[src/rtl/traffic_ctrl.sv]
// traffic_ctrl: two-way intersection light sequencer.
// Divides clk down to a 1 s tick and cycles NS_GREEN -> NS_YELLOW -> EW_GREEN
// -> EW_YELLOW. It shows the seconds left in the current phase (T..1).
// Optional all-red emergency override: define TRAFFIC_EMERGENCY_EN to add the
// `emergency` input.
module traffic_ctrl #(
    parameter int CLK_DIV  = 50000000,
    parameter int GREEN_T  = 25,
    parameter int YELLOW_T = 5
) (
    input  logic       clk,
    input  logic       rst,
`ifdef TRAFFIC_EMERGENCY_EN
    input  logic       emergency,
`endif
    input  logic       pause,
    output logic [2:0] ns_light,
    output logic [2:0] ew_light,
    output logic [4:0] countdown_time,
    output logic       sec_tick
);

    localparam int            PW        = (CLK_DIV > 1) ? $clog2(CLK_DIV) : 1;
    localparam logic [PW-1:0] PRESC_MAX = PW'(CLK_DIV - 1);
    localparam logic [4:0]    GREEN_LD  = 5'(GREEN_T);
    localparam logic [4:0]    YELLOW_LD = 5'(YELLOW_T);

    localparam logic [2:0] LAMP_R = 3'b100;
    localparam logic [2:0] LAMP_Y = 3'b010;
    localparam logic [2:0] LAMP_G = 3'b001;

    typedef enum logic [1:0] {
        NS_GREEN  = 2'd0,
        NS_YELLOW = 2'd1,
        EW_GREEN  = 2'd2,
        EW_YELLOW = 2'd3
    } state_t;

    state_t        state, state_nxt;
    logic [PW-1:0] presc, presc_nxt;
    logic [4:0]    cnt_nxt;
    logic [2:0]    ns_nxt, ew_nxt;
    logic          tick;

    // Tick qualification and prescaler next value; emergency clears the divider
    // so the resumed phase gets a full second before its next decrement.
    always_comb begin
        presc_nxt = presc;
`ifdef TRAFFIC_EMERGENCY_EN
        tick = !emergency && !pause && (presc == PRESC_MAX);
        if (emergency)
            presc_nxt = '0;
        else if (!pause)
            presc_nxt = (presc == PRESC_MAX) ? '0 : presc + 1'b1;
`else
        tick = !pause && (presc == PRESC_MAX);
        if (!pause)
            presc_nxt = (presc == PRESC_MAX) ? '0 : presc + 1'b1;
`endif
    end

    // State register.
    always_ff @(posedge clk or posedge rst) begin
        if (rst) state <= NS_GREEN;
        else     state <= state_nxt;
    end

    // Next state and countdown: decrement on each tick, advance and reload at 1.
    always_comb begin
        state_nxt = state;
        cnt_nxt   = countdown_time;
        if (tick) begin
            if (countdown_time > 5'd1) begin
                cnt_nxt = countdown_time - 5'd1;
            end else begin
                case (state)
                    NS_GREEN:  state_nxt = NS_YELLOW;
                    NS_YELLOW: state_nxt = EW_GREEN;
                    EW_GREEN:  state_nxt = EW_YELLOW;
                    default:   state_nxt = NS_GREEN;
                endcase
                cnt_nxt = (state_nxt == NS_GREEN || state_nxt == EW_GREEN) ?
                          GREEN_LD : YELLOW_LD;
            end
        end
    end

    // Lamp decode from the upcoming state so lamps change on the same edge as state.
    always_comb begin
        ns_nxt = LAMP_R;
        ew_nxt = LAMP_R;
        case (state_nxt)
            NS_GREEN:  ns_nxt = LAMP_G;
            NS_YELLOW: ns_nxt = LAMP_Y;
            EW_GREEN:  ew_nxt = LAMP_G;
            default:   ew_nxt = LAMP_Y;
        endcase
`ifdef TRAFFIC_EMERGENCY_EN
        if (emergency) begin
            ns_nxt = LAMP_R;
            ew_nxt = LAMP_R;
        end
`endif
    end

    // Registered datapath and outputs; nothing reaches a port combinationally.
    always_ff @(posedge clk or posedge rst) begin
        if (rst) begin
            presc          <= '0;
            countdown_time <= GREEN_LD;
            ns_light       <= LAMP_G;
            ew_light       <= LAMP_R;
            sec_tick       <= 1'b0;
        end else begin
            presc          <= presc_nxt;
            countdown_time <= cnt_nxt;
            ns_light       <= ns_nxt;
            ew_light       <= ew_nxt;
            sec_tick       <= tick;
        end
    end

endmodule

[config.mk]
export PLATFORM = sky130hd
export DESIGN_NAME = traffic_ctrl
export DESIGN_NICKNAME = d
export VERILOG_FILES = /design/src/rtl/traffic_ctrl.sv
export SDC_FILE = /design/constraint.sdc
export NUM_CORES = 1
export LEC_CHECK = 0
export ABC_AREA = 1
export BUFFER_PORTS_ARGS = -buffer_cell sky130_fd_sc_hd__buf_4
export CAP_MARGIN = 25
export CORE_MARGIN = 1.5
export CORE_UTILIZATION = 50
export DETAILED_ROUTE_END_ITERATION = 7
export PLACE_DENSITY = 0.73
export SETUP_SLACK_MARGIN = 0.2
export SLEW_MARGIN = 30
export SYNTH_ARGS = -nofsm -noshare
export SYNTH_HDL_FRONTEND = slang
export SYNTH_SLANG_ARGS = --single-unit
[constraint.sdc]
create_clock -name clk -period 3.5 [get_ports clk]
set_input_delay 0.35 -clock clk [delete_from_list [all_inputs] [get_ports clk]]
set_output_delay 0.35 -clock clk [all_outputs]
set_load 0.02 [all_outputs]
==> results.sh, run 1 <==
export IMPL_status="finished clean"
export IMPL_synth_edff_count=0
export IMPL_ys_seq_area_frac=0.417
export IMPL_worst_slew_pin_slew_ns=0.500
export IMPL_fin_crit_ns=1.81
export IMPL_drt_vias_per_instance=4.89
export IMPL_swShare=0.313
export IMPL_yosys_top_cells_area="dfrtp_1, nand2_1, inv_1"
export IMPL_wirelength_um=4580
export IMPL_crit_required_ns=3.68
export IMPL_seqPwrFrac=0.532
export IMPL_cts_resized=0
export IMPL_grt_pass1_wl_um=7830
export IMPL_hp_class="primary input to async pin"
export IMPL_root_buffer="clkbuf_8"
export IMPL_startpoint="presc[0]"
export IMPL_die_h_um=72.5
export IMPL_cp_start_kind="flip-flop"
export IMPL_setup_tns_ns=0
export IMPL_r2r_end="countdown_time[1]"
export IMPL_overflow=0
export IMPL_slew_headroom=0.667
export IMPL_wl_per_cell_um=11.8
export IMPL_tritoncts="built"
export IMPL_start_util=0.515
export IMPL_setup_viol=0
export IMPL_postCtsHoldBufs=0
export IMPL_fill_cells=457
export IMPL_post_dp_hpwl_um=3450
export IMPL_synth_top_area_frac=0.362
export IMPL_fp_dieW_um=72.5
export IMPL_syn_inst=315
export IMPL_rows=25
export IMPL_period_share=0.517
export IMPL_critPathKind="flip-flop to flip-flop"
export IMPL_antenna_cells=0
export IMPL_cp_end_kind="flip-flop"
export IMPL_combPwrFrac=0.187
export IMPL_gp_congestion=0.834
export IMPL_synth_top_area_cell="dfrtp_1"
export IMPL_synth_area_um2=2420
export IMPL_power_frac_clock=0.281
export IMPL_antenna_found_initial=0
export IMPL_cts_sinks=40
export IMPL_r2r_cells=10
export IMPL_ir_worst_vdd_uv=314
export IMPL_place_port_buffers=14
export IMPL_slew_viol_final=0
export IMPL_powerDensity_nw_per_um2=395
export IMPL_fin_util=0.565
export IMPL_internal_power_w=0.000719
export IMPL_synth_ff_type="dfrtp_1"
export IMPL_htree_num_levels=2
export IMPL_clock_skew_ns=0.00520
export IMPL_rr_startpoint="presc[0]"
export IMPL_timing_reg2reg_setup_slack_ns=1.69
export IMPL_io_pin_count=15
export IMPL_cp_max_fo=14
export IMPL_final_cell_mix="nand2_1, nor2_1, inv_1"
export IMPL_vias=1904
export IMPL_p_leak_nw=1.40
export IMPL_layout_commonest_cell="nand2_1"
export IMPL_ant_nets=0
export IMPL_drv_cap=0
export IMPL_crit_end="countdown_time[1]"
export IMPL_syn_area_per_cell_um2=7.67
export IMPL_clkTransAtPathRegs_ns=0.07
export IMPL_max_freq_mhz=553
export IMPL_yosysWarnings=0
export IMPL_area_delta_synth_final_pct=9.63
export IMPL_ys_types=33
export IMPL_clock_latency_ns=0.29
export IMPL_fp_dieArea_um2=5260
export IMPL_drive_gt1_frac=0.170
export IMPL_nNetsFinal=344
export IMPL_synth_fp_nets=325
export IMPL_dr_pass1_iters=4
export IMPL_post_cts_setup_buffers=0
export IMPL_grtUsageTotal=0.195
export IMPL_first_iter_violations=122
export IMPL_drcViolationCount=0
export IMPL_grt_setup_unrepaired="no"
export IMPL_worst_ep_arrival_time_ns=1.99
export IMPL_core_um2=4690
export IMPL_hold_viol=0
export IMPL_cts_buffers=5
export IMPL_grt_pass1_vias=1760
export IMPL_ys_ff_latch=40
export IMPL_clk_path_buf_depth=2
export IMPL_grt_max_degree=41
export IMPL_synthArstFlopShare=1.00
export IMPL_power_switching_w=0.000328
## power groups by stage
stage,Combinational (W),Clock (W),Sequential [W]
floorplan,0.000167,0,0.000555
global placement,0.000195,0,0.000564
detailed placement,0.000198,0,0.000566
CTS,0.000199,0.000302,0.000557
global route,0.000225,0.000322,0.000566
finish,0.000196,0.000294,0.000557
## area by class of cell
cell class | count | area, um^2 | share of cell area
multi-input combinational | 221 | 1190 | 0.449
sequential | 40 | 1010 | 0.380
inverter | 51 | 191 | 0.0722
timing repair buffer | 15 | 113 | 0.0425
clock buffer | 8 | 80.1 | 0.0302
tap | 54 | 67.6 | 0.0255
## per-layer routing
| metal | global-route usage | vias to the layer above | wire length, um |
|---|---|---|---|
| li1 | - | 1011 | - |
| met2 | 0.317 | 35 | 2190 |
| met4 | 0.0608 | 0 | 61 |
| met5 | 0 | - | 0 |
| met1 | 0.260 | 852 | 2170 |
| met3 | 0.0417 | 6 | 158 |
## worst max-delay path, cell delays in order (launching register included)
cell	delay, ns
dfrtp_1	0.38
ha_1	0.22
nand2_1	0.10
nor2_4	0.16
nand2_4	0.07
nor2_4	0.16
nand2_4	0.15
inv_2	0.21
o21ai_0	0.12
o21ai_1	0.09
inv_1	0.05
## Yosys cell counts, types with 6 or more instances
master   number
nand3_1      19
xor2_1       10
dfrtp_1      35
nor2_4        8
o21ai_0       7
inv_1        48
nand4_1       6
nor3_1        8
ha_1          7
nor2_1       48
nand2_1      73
nand2_2       6
## sequential cells by signal, summed over array words and instances (netlist names)
signal          flops
countdown_time      5
ew_light            3
presc              26
state               2
sec_tick            1
ns_light            3
## kinds of logic after synthesis
family	after synthesis	share of synthesized area
fa+ha+maj	7	0.0362
simple gates	182	0.361
flops	40	0.417
xor+xnor	11	0.0399
compound gates	21	0.0554
buf+inv	54	0.0906
## worst min-delay path by stage
stage / end / slack [ns] / cells past startpoint
final: presc[5] / 0.17 / 3
after global routing: presc[9] / 0.23 / 3
after CTS: presc[5] / 0.20 / 3
after detailed placement: countdown_time[3] / 0.50 / 2
after global placement: presc[25] / 0.50 / 2
after floorplan: presc[25] / 0.48 / 2
## stage by stage
step	instances	worst slack, ns	area [um^2]	hold WS, ns	total power (W)
2_1_floorplan	315	1.92	2420	0.477	0.000722
3_3_place_gp	381	1.79	2570	0.503	0.000759
3_5_place_dp	381	1.69	2570	0.503	0.000764
4_1_cts	389	1.69	2650	0.201	0.00106
5_1_grt	389	1.50	2650	0.230	0.00111
6_report	389	1.69	2650	0.174	0.00105
Note: power is estimated with default switching activity, not from simulation.
==> run 2, diff against run 1 <==
- ABC_AREA: 1 -> 0
- clock period: 3.5 -> 1.8 ns (I/O delays scaled with it)
==> run 2 against run 1 <==
  * The flow now finishes with violations (hold timing, setup timing)
  * Count of clock-buffer cells in the layout is 3 lower
  * Critical path depth is 4 lower
  * Worst setup slack worse by 1.8 ns
  * Power is 110% higher
  * Area after synthesis is 10% lower
  * Synthesized cell count is 33% lower
  * Clock power grew to 2.6 times the previous value
  * Maximum frequency is 5.1% lower
  * Critical path type unchanged
==> results.sh, run 2 <==
export IMPL_ys_seq_area_frac=0.463
export IMPL_ant_nets=0
export IMPL_ys_types=47
export IMPL_fp_dieW_um=69.0
export IMPL_worst_slew_pin_slew_ns=0.519
export IMPL_p_total_w=0.00224
export IMPL_grt_pass1_vias=2006
export IMPL_place_port_buffers=14
export IMPL_antenna_cells=0
export IMPL_htree_num_levels=2
export IMPL_violations="hold timing, setup timing"
export IMPL_slew_headroom=0.654
export IMPL_antenna_found_initial=0
export IMPL_max_freq_mhz=525
export IMPL_vias=2011
export IMPL_synth_top_area_frac=0.403
export IMPL_grtUsageTotal=0.272
export IMPL_cp_max_fo=6
export IMPL_fp_dieArea_um2=4760
export IMPL_grt_max_degree=41
export IMPL_drive_gt1_frac=0.493
export IMPL_first_iter_violations=171
export IMPL_postCtsHoldBufs=0
export IMPL_cts_sinks=40
export IMPL_post_place_cells=317
export IMPL_slew_viol_final=0
export IMPL_synth_ff_type="dfrtp_1"
export IMPL_drcViolationCount=0
export IMPL_largest_register_ffs=26
export IMPL_clock_skew_ns=0.00570
export IMPL_overflow=0
export IMPL_cp_end_kind="flip-flop"
export IMPL_regMostFlops="presc"
export IMPL_die_h_um=69.0
export IMPL_wirelength_um=6210
export IMPL_setup_viol=13
export IMPL_synth_area_um2=2180
export IMPL_root_buffer="clkbuf_8"
export IMPL_area_delta_synth_final_pct=49.7
export IMPL_r2r_cells=6
export IMPL_ir_worst_vdd_uv=711
export IMPL_ys_ff_latch=40
export IMPL_start_util=0.532
export IMPL_timing_reg2reg_setup_slack_ns=-0.11
export IMPL_clkTransAtPathRegs_ns=0.09
export IMPL_met1_usage=0.312
export IMPL_io_pin_count=15
export IMPL_wl_per_cell_um=18.3
export IMPL_rr_startpoint="countdown_time[0]"
export IMPL_finalNonFillerCells=340
export IMPL_yosysMostFrequentCell="dfrtp_1"
export IMPL_drt_vias_per_instance=5.91
export IMPL_synth_edff_count=0
export IMPL_clock_latency_ns=0.30
export IMPL_synth_top_area_cell="dfrtp_1"
export IMPL_startpoint="countdown_time[0]"
export IMPL_hold_viol=3
export IMPL_fin_util=0.797
export IMPL_grt_setup_unrepaired="yes"
export IMPL_post_dp_hpwl_um=3500
export IMPL_core_um2=4090
export IMPL_tritoncts="built"
export IMPL_layout_commonest_cell="buf_4"
export IMPL_p_leak_nw=1.46
export IMPL_yosys_top_cells_area="dfrtp_1, dfstp_2, xnor2_1"
export IMPL_grt_pass1_wl_um=9140
export IMPL_status="finished with violations"
export IMPL_crit_required_ns=1.99
export IMPL_nNetsFinal=299
export IMPL_syn_area_per_cell_um2=10.3
export IMPL_critPathKind="flip-flop to flip-flop"
export IMPL_grt_met3_usage=0.0779
export IMPL_dp_worst_setup_slack_ns=-0.0874
export IMPL_synthArstFlopShare=1.00
export IMPL_grtUsageMet2=0.472
export IMPL_fin_crit_ns=1.91
export IMPL_rows=23
export IMPL_period_share=1.06
export IMPL_whs_ns=-0.00489
export IMPL_yosysWarnings=0
export IMPL_cp_start_kind="flip-flop"
export IMPL_crit_end="ns_light[2]"
export IMPL_gp_congestion=0.813
export IMPL_worst_ep_arrival_time_ns=2.10
export IMPL_r2r_end="ns_light[2]"
export IMPL_dr_pass1_iters=4
export IMPL_hp_class="primary input to async pin"
export IMPL_drv_cap=0
export IMPL_top_regs="presc (26), countdown_time (5)"
export IMPL_grt_busiest_layer="met2"
export IMPL_powerDensity_nw_per_um2=687
export IMPL_synth_fp_nets=221
export IMPL_clk_path_buf_depth=2
export IMPL_layout_setup_ws_ns=-0.106
export IMPL_cts_buffers=5
export IMPL_final_cell_mix="buf_4, dfrtp_1, buf_6"
export IMPL_ys_top_cells_by_count="dfrtp_1, nor2_1, nand2_1"
export IMPL_syn_inst=211
## run 2: where the power goes
group	leakage, nW	internal (W)	switching [W]	total, W
Clock	0.0548	0.000418	0.000357	0.000775
Sequential	0.506	0.000974	0.0000977	0.00107
Combinational	0.895	0.000220	0.000171	0.000391
Total	1.46	0.00161	0.000626	0.00224
## run 2: cell type report
cell class,instances,area (um^2)
multi-input combinational,155,1350
sequential,40,1010
fill,240,828
timing repair buffer,77,686
clock buffer,5,68.8
tap,50,62.6
clock inverter,3,46.3
inverter,10,37.5
## run 2: layer usage
metal | wire length (um) | share of wire
met1 | 2540 | 0.41
met2 | 3310 | 0.53
met3 | 226 | 0.036
met4 | 144 | 0.023
met5 | 0 | 0
## run 2: through the flow
stage          hold slack [ns]  area [um^2]  TNS, ns
4_1_cts                 0.0106         3120   -0.384
6_report              -0.00489         3260   -0.825
2_1_floorplan            0.334         2270    -2.29
5_1_grt                 0.0434         3260    -1.60
3_5_place_dp             0.349         2750   -0.621
3_3_place_gp             0.338         2750   -0.105
## run 2: worst min path at each step
stage               cells past startpoint           to
global placement                        3  ew_light[0]
finish                                  3  ew_light[0]
global route                            3     presc[6]
detailed placement                      3  ew_light[0]
CTS                                     3  ew_light[0]
floorplan                               2     presc[0]
## run 2: timing repair
action,in CTS,in global routing
cloned,1,0
setup buffers,12,2
setup endpoints to repair,31,33
pin swaps,19,8
resized for setup,34,29
## run 2: cells by family (layout without fill, tap and decap cells)
kind of cell	after synthesis	in the layout	share of synthesized area
mux	9	9	0.0506
fa+ha+maj	7	7	0.0403
flops	40	40	0.463
simple gates	87	87	0.248
buf+inv	16	95	0.0351
compound gates	37	37	0.103
xor+xnor	15	15	0.0604
## run 2: worst max-delay path, stage by stage, from the launching register on
cell	delay [ns]
dfstp_2	0.58
ha_4	0.14
o21ba_4	0.15
or2b_1	0.27
nor4_4	0.17
buf_6	0.18
mux2_4	0.30
==> run 3, diff against run 2 <==
- ABC_AREA: 0 -> not set
- PLACE_DENSITY: 0.73 -> 0.68
- SLEW_MARGIN: 30 -> 10
==> run 3 against run 2 <==
  * The run still ends with hold timing, setup timing left
  * Via count down 2.8%
  * Cell count down 2.1%
  * Sequential power about the same
  * Largest power group unchanged
==> results.sh, run 3 (synthesized netlist as in run 2, its figures left out) <==
export IMPL_status="finished with violations"
export IMPL_violations="hold timing, setup timing"
export IMPL_grtUsageTotal=0.249
export IMPL_antenna_cells=0
export IMPL_gp_congestion=0.833
export IMPL_io_pin_count=15
export IMPL_critical_path_top_delay_family="simple AND/OR/NAND/NOR gates"
export IMPL_wl_per_cell_um=17.7
export IMPL_postCtsHoldBufs=0
export IMPL_cp_max_fo=6
export IMPL_cpMaxStageDelayCell="dfrtp_2"
export IMPL_first_iter_violations=144
export IMPL_cts_sinks=40
export IMPL_slew_headroom=0.650
export IMPL_fp_dieW_um=69.0
export IMPL_path_buf_inv=1
export IMPL_start_util=0.532
export IMPL_p_leak_nw=1.37
export IMPL_antenna_found_initial=0
export IMPL_place_port_buffers=14
export IMPL_hold_viol=8
export IMPL_worst_slew_pin_slew_ns=0.525
export IMPL_crit_required_ns=1.99
export IMPL_period_share=1.06
export IMPL_final_cell_mix="buf_4, dfrtp_1, nand2_1"
export IMPL_clk_path_buf_depth=2
export IMPL_area_delta_synth_final_pct=43.5
export IMPL_r2r_cells=5
export IMPL_final_area_um2=3120
export IMPL_regMostFlops="presc"
export IMPL_hp_class="primary input to async pin"
export IMPL_rr_startpoint="presc[8]"
export IMPL_drt_vias_per_instance=5.87
export IMPL_drv_cap=0
export IMPL_cp_end_kind="flip-flop"
export IMPL_fp_dieArea_um2=4760
export IMPL_dp_worst_setup_slack_ns=-0.0653
export IMPL_powerDensity_nw_per_um2=712
export IMPL_finalNonFillerCells=333
export IMPL_largest_register_ffs=26
export IMPL_rows=23
export IMPL_top_regs="presc (26), countdown_time (5)"
export IMPL_max_freq_mhz=524
export IMPL_grt_setup_unrepaired="yes"
export IMPL_core_um2=4090
export IMPL_cts_buffers=5
export IMPL_htree_num_levels=2
export IMPL_worst_ep_arrival_time_ns=2.10
export IMPL_root_buffer="clkbuf_8"
export IMPL_ir_worst_vdd_uv=772
export IMPL_clock_latency_ns=0.30
export IMPL_cp_start_kind="flip-flop"
export IMPL_nNetsFinal=292
export IMPL_r2r_end="state[1]"
export IMPL_grt_pass1_vias=1912
export IMPL_wirelength_um=5910
export IMPL_crit_chain="nor4b_4, nand4_2, nor4_4, buf_6, mux2_4"
export IMPL_grt_pass1_wl_um=8570
export IMPL_slew_viol_final=0
export IMPL_timing_reg2reg_setup_slack_ns=-0.11
export IMPL_clkTransAtPathRegs_ns=0.08
export IMPL_drive_gt1_frac=0.491
export IMPL_whs_ns=-0.00887
export IMPL_place_area_um2=2720
export IMPL_tritoncts="built"
export IMPL_overflow=0
export IMPL_fin_crit_ns=1.91
export IMPL_dr_pass1_iters=4
export IMPL_layout_commonest_cell="buf_4"
export IMPL_layout_setup_ws_ns=-0.110
export IMPL_critPathMaxStageDelay_ns=0.45
export IMPL_critPathKind="flip-flop to flip-flop"
export IMPL_vias=1955
export IMPL_grt_max_degree=41
export IMPL_post_dp_hpwl_um=3720
export IMPL_setup_viol=26
export IMPL_post_place_cells=314
export IMPL_die_h_um=69.0
export IMPL_drcViolationCount=0
export IMPL_ant_nets=0
export IMPL_clock_skew_ns=0.00636
[run 3: what timing repair did]
item                       in CTS  in global routing
setup endpoints to repair      29                 34
buffers inserted                4                  6
gates cloned                    1                  0
resized for setup              11                 42
pin swaps                       3                 12
[run 3: how the worst max path moves through the flow]
stage	cells past startpoint	slack, ns	startpoint	end
global route	5	-0.17	presc[8]	ns_light[2]
detailed placement	6	-0.07	countdown_time[0]	ns_light[2]
CTS	5	-0.05	presc[8]	ns_light[2]
global placement	6	-0.03	countdown_time[0]	ns_light[1]
finish	5	-0.11	presc[8]	state[1]
floorplan	5	-0.35	countdown_time[0]	ns_light[2]
[run 3: worst min-delay path: stages]
cell and delay [ns]:
buf_4 0.10, inv_1 0.04, buf_4 0.42
[run 3: layer usage]
layer,up-vias,routed length [um],global-route usage
li1,914,-,-
met1,994,2460,0.299
met5,-,0,0
met4,0,68,0.100
met3,7,185,0.0422
met2,40,3200,0.442
[run 3: power breakdown]
| group | internal (W) | leakage, nW | switching (W) |
|---|---|---|---|
| clock network | 0.000410 | 0.0541 | 0.000338 |
| registers | 0.000979 | 0.504 | 0.0000936 |
| logic | 0.000221 | 0.816 | 0.000179 |
| total | 0.00161 | 1.37 | 0.000611 |
[run 3: stage by stage]
stage,power [W],TNS (ns),util
final,0.00222,-1.01,0.764
after global routing,0.00232,-2.52,0.764
after CTS,0.00214,-0.372,0.713
after detailed placement,0.00138,-0.495,0.665
after global placement,0.00135,-0.0954,0.665
after floorplan,0.00125,-2.29,-
[run 3: final cells by class]
type	count	area, um^2
clock buffers	5	68.8
well taps	50	62.6
flip-flops and latches	40	1010
inverters	10	37.5
repair buffers	69	563
multi-input cells	156	1340
fillers	252	965
clock inverters	3	42.5
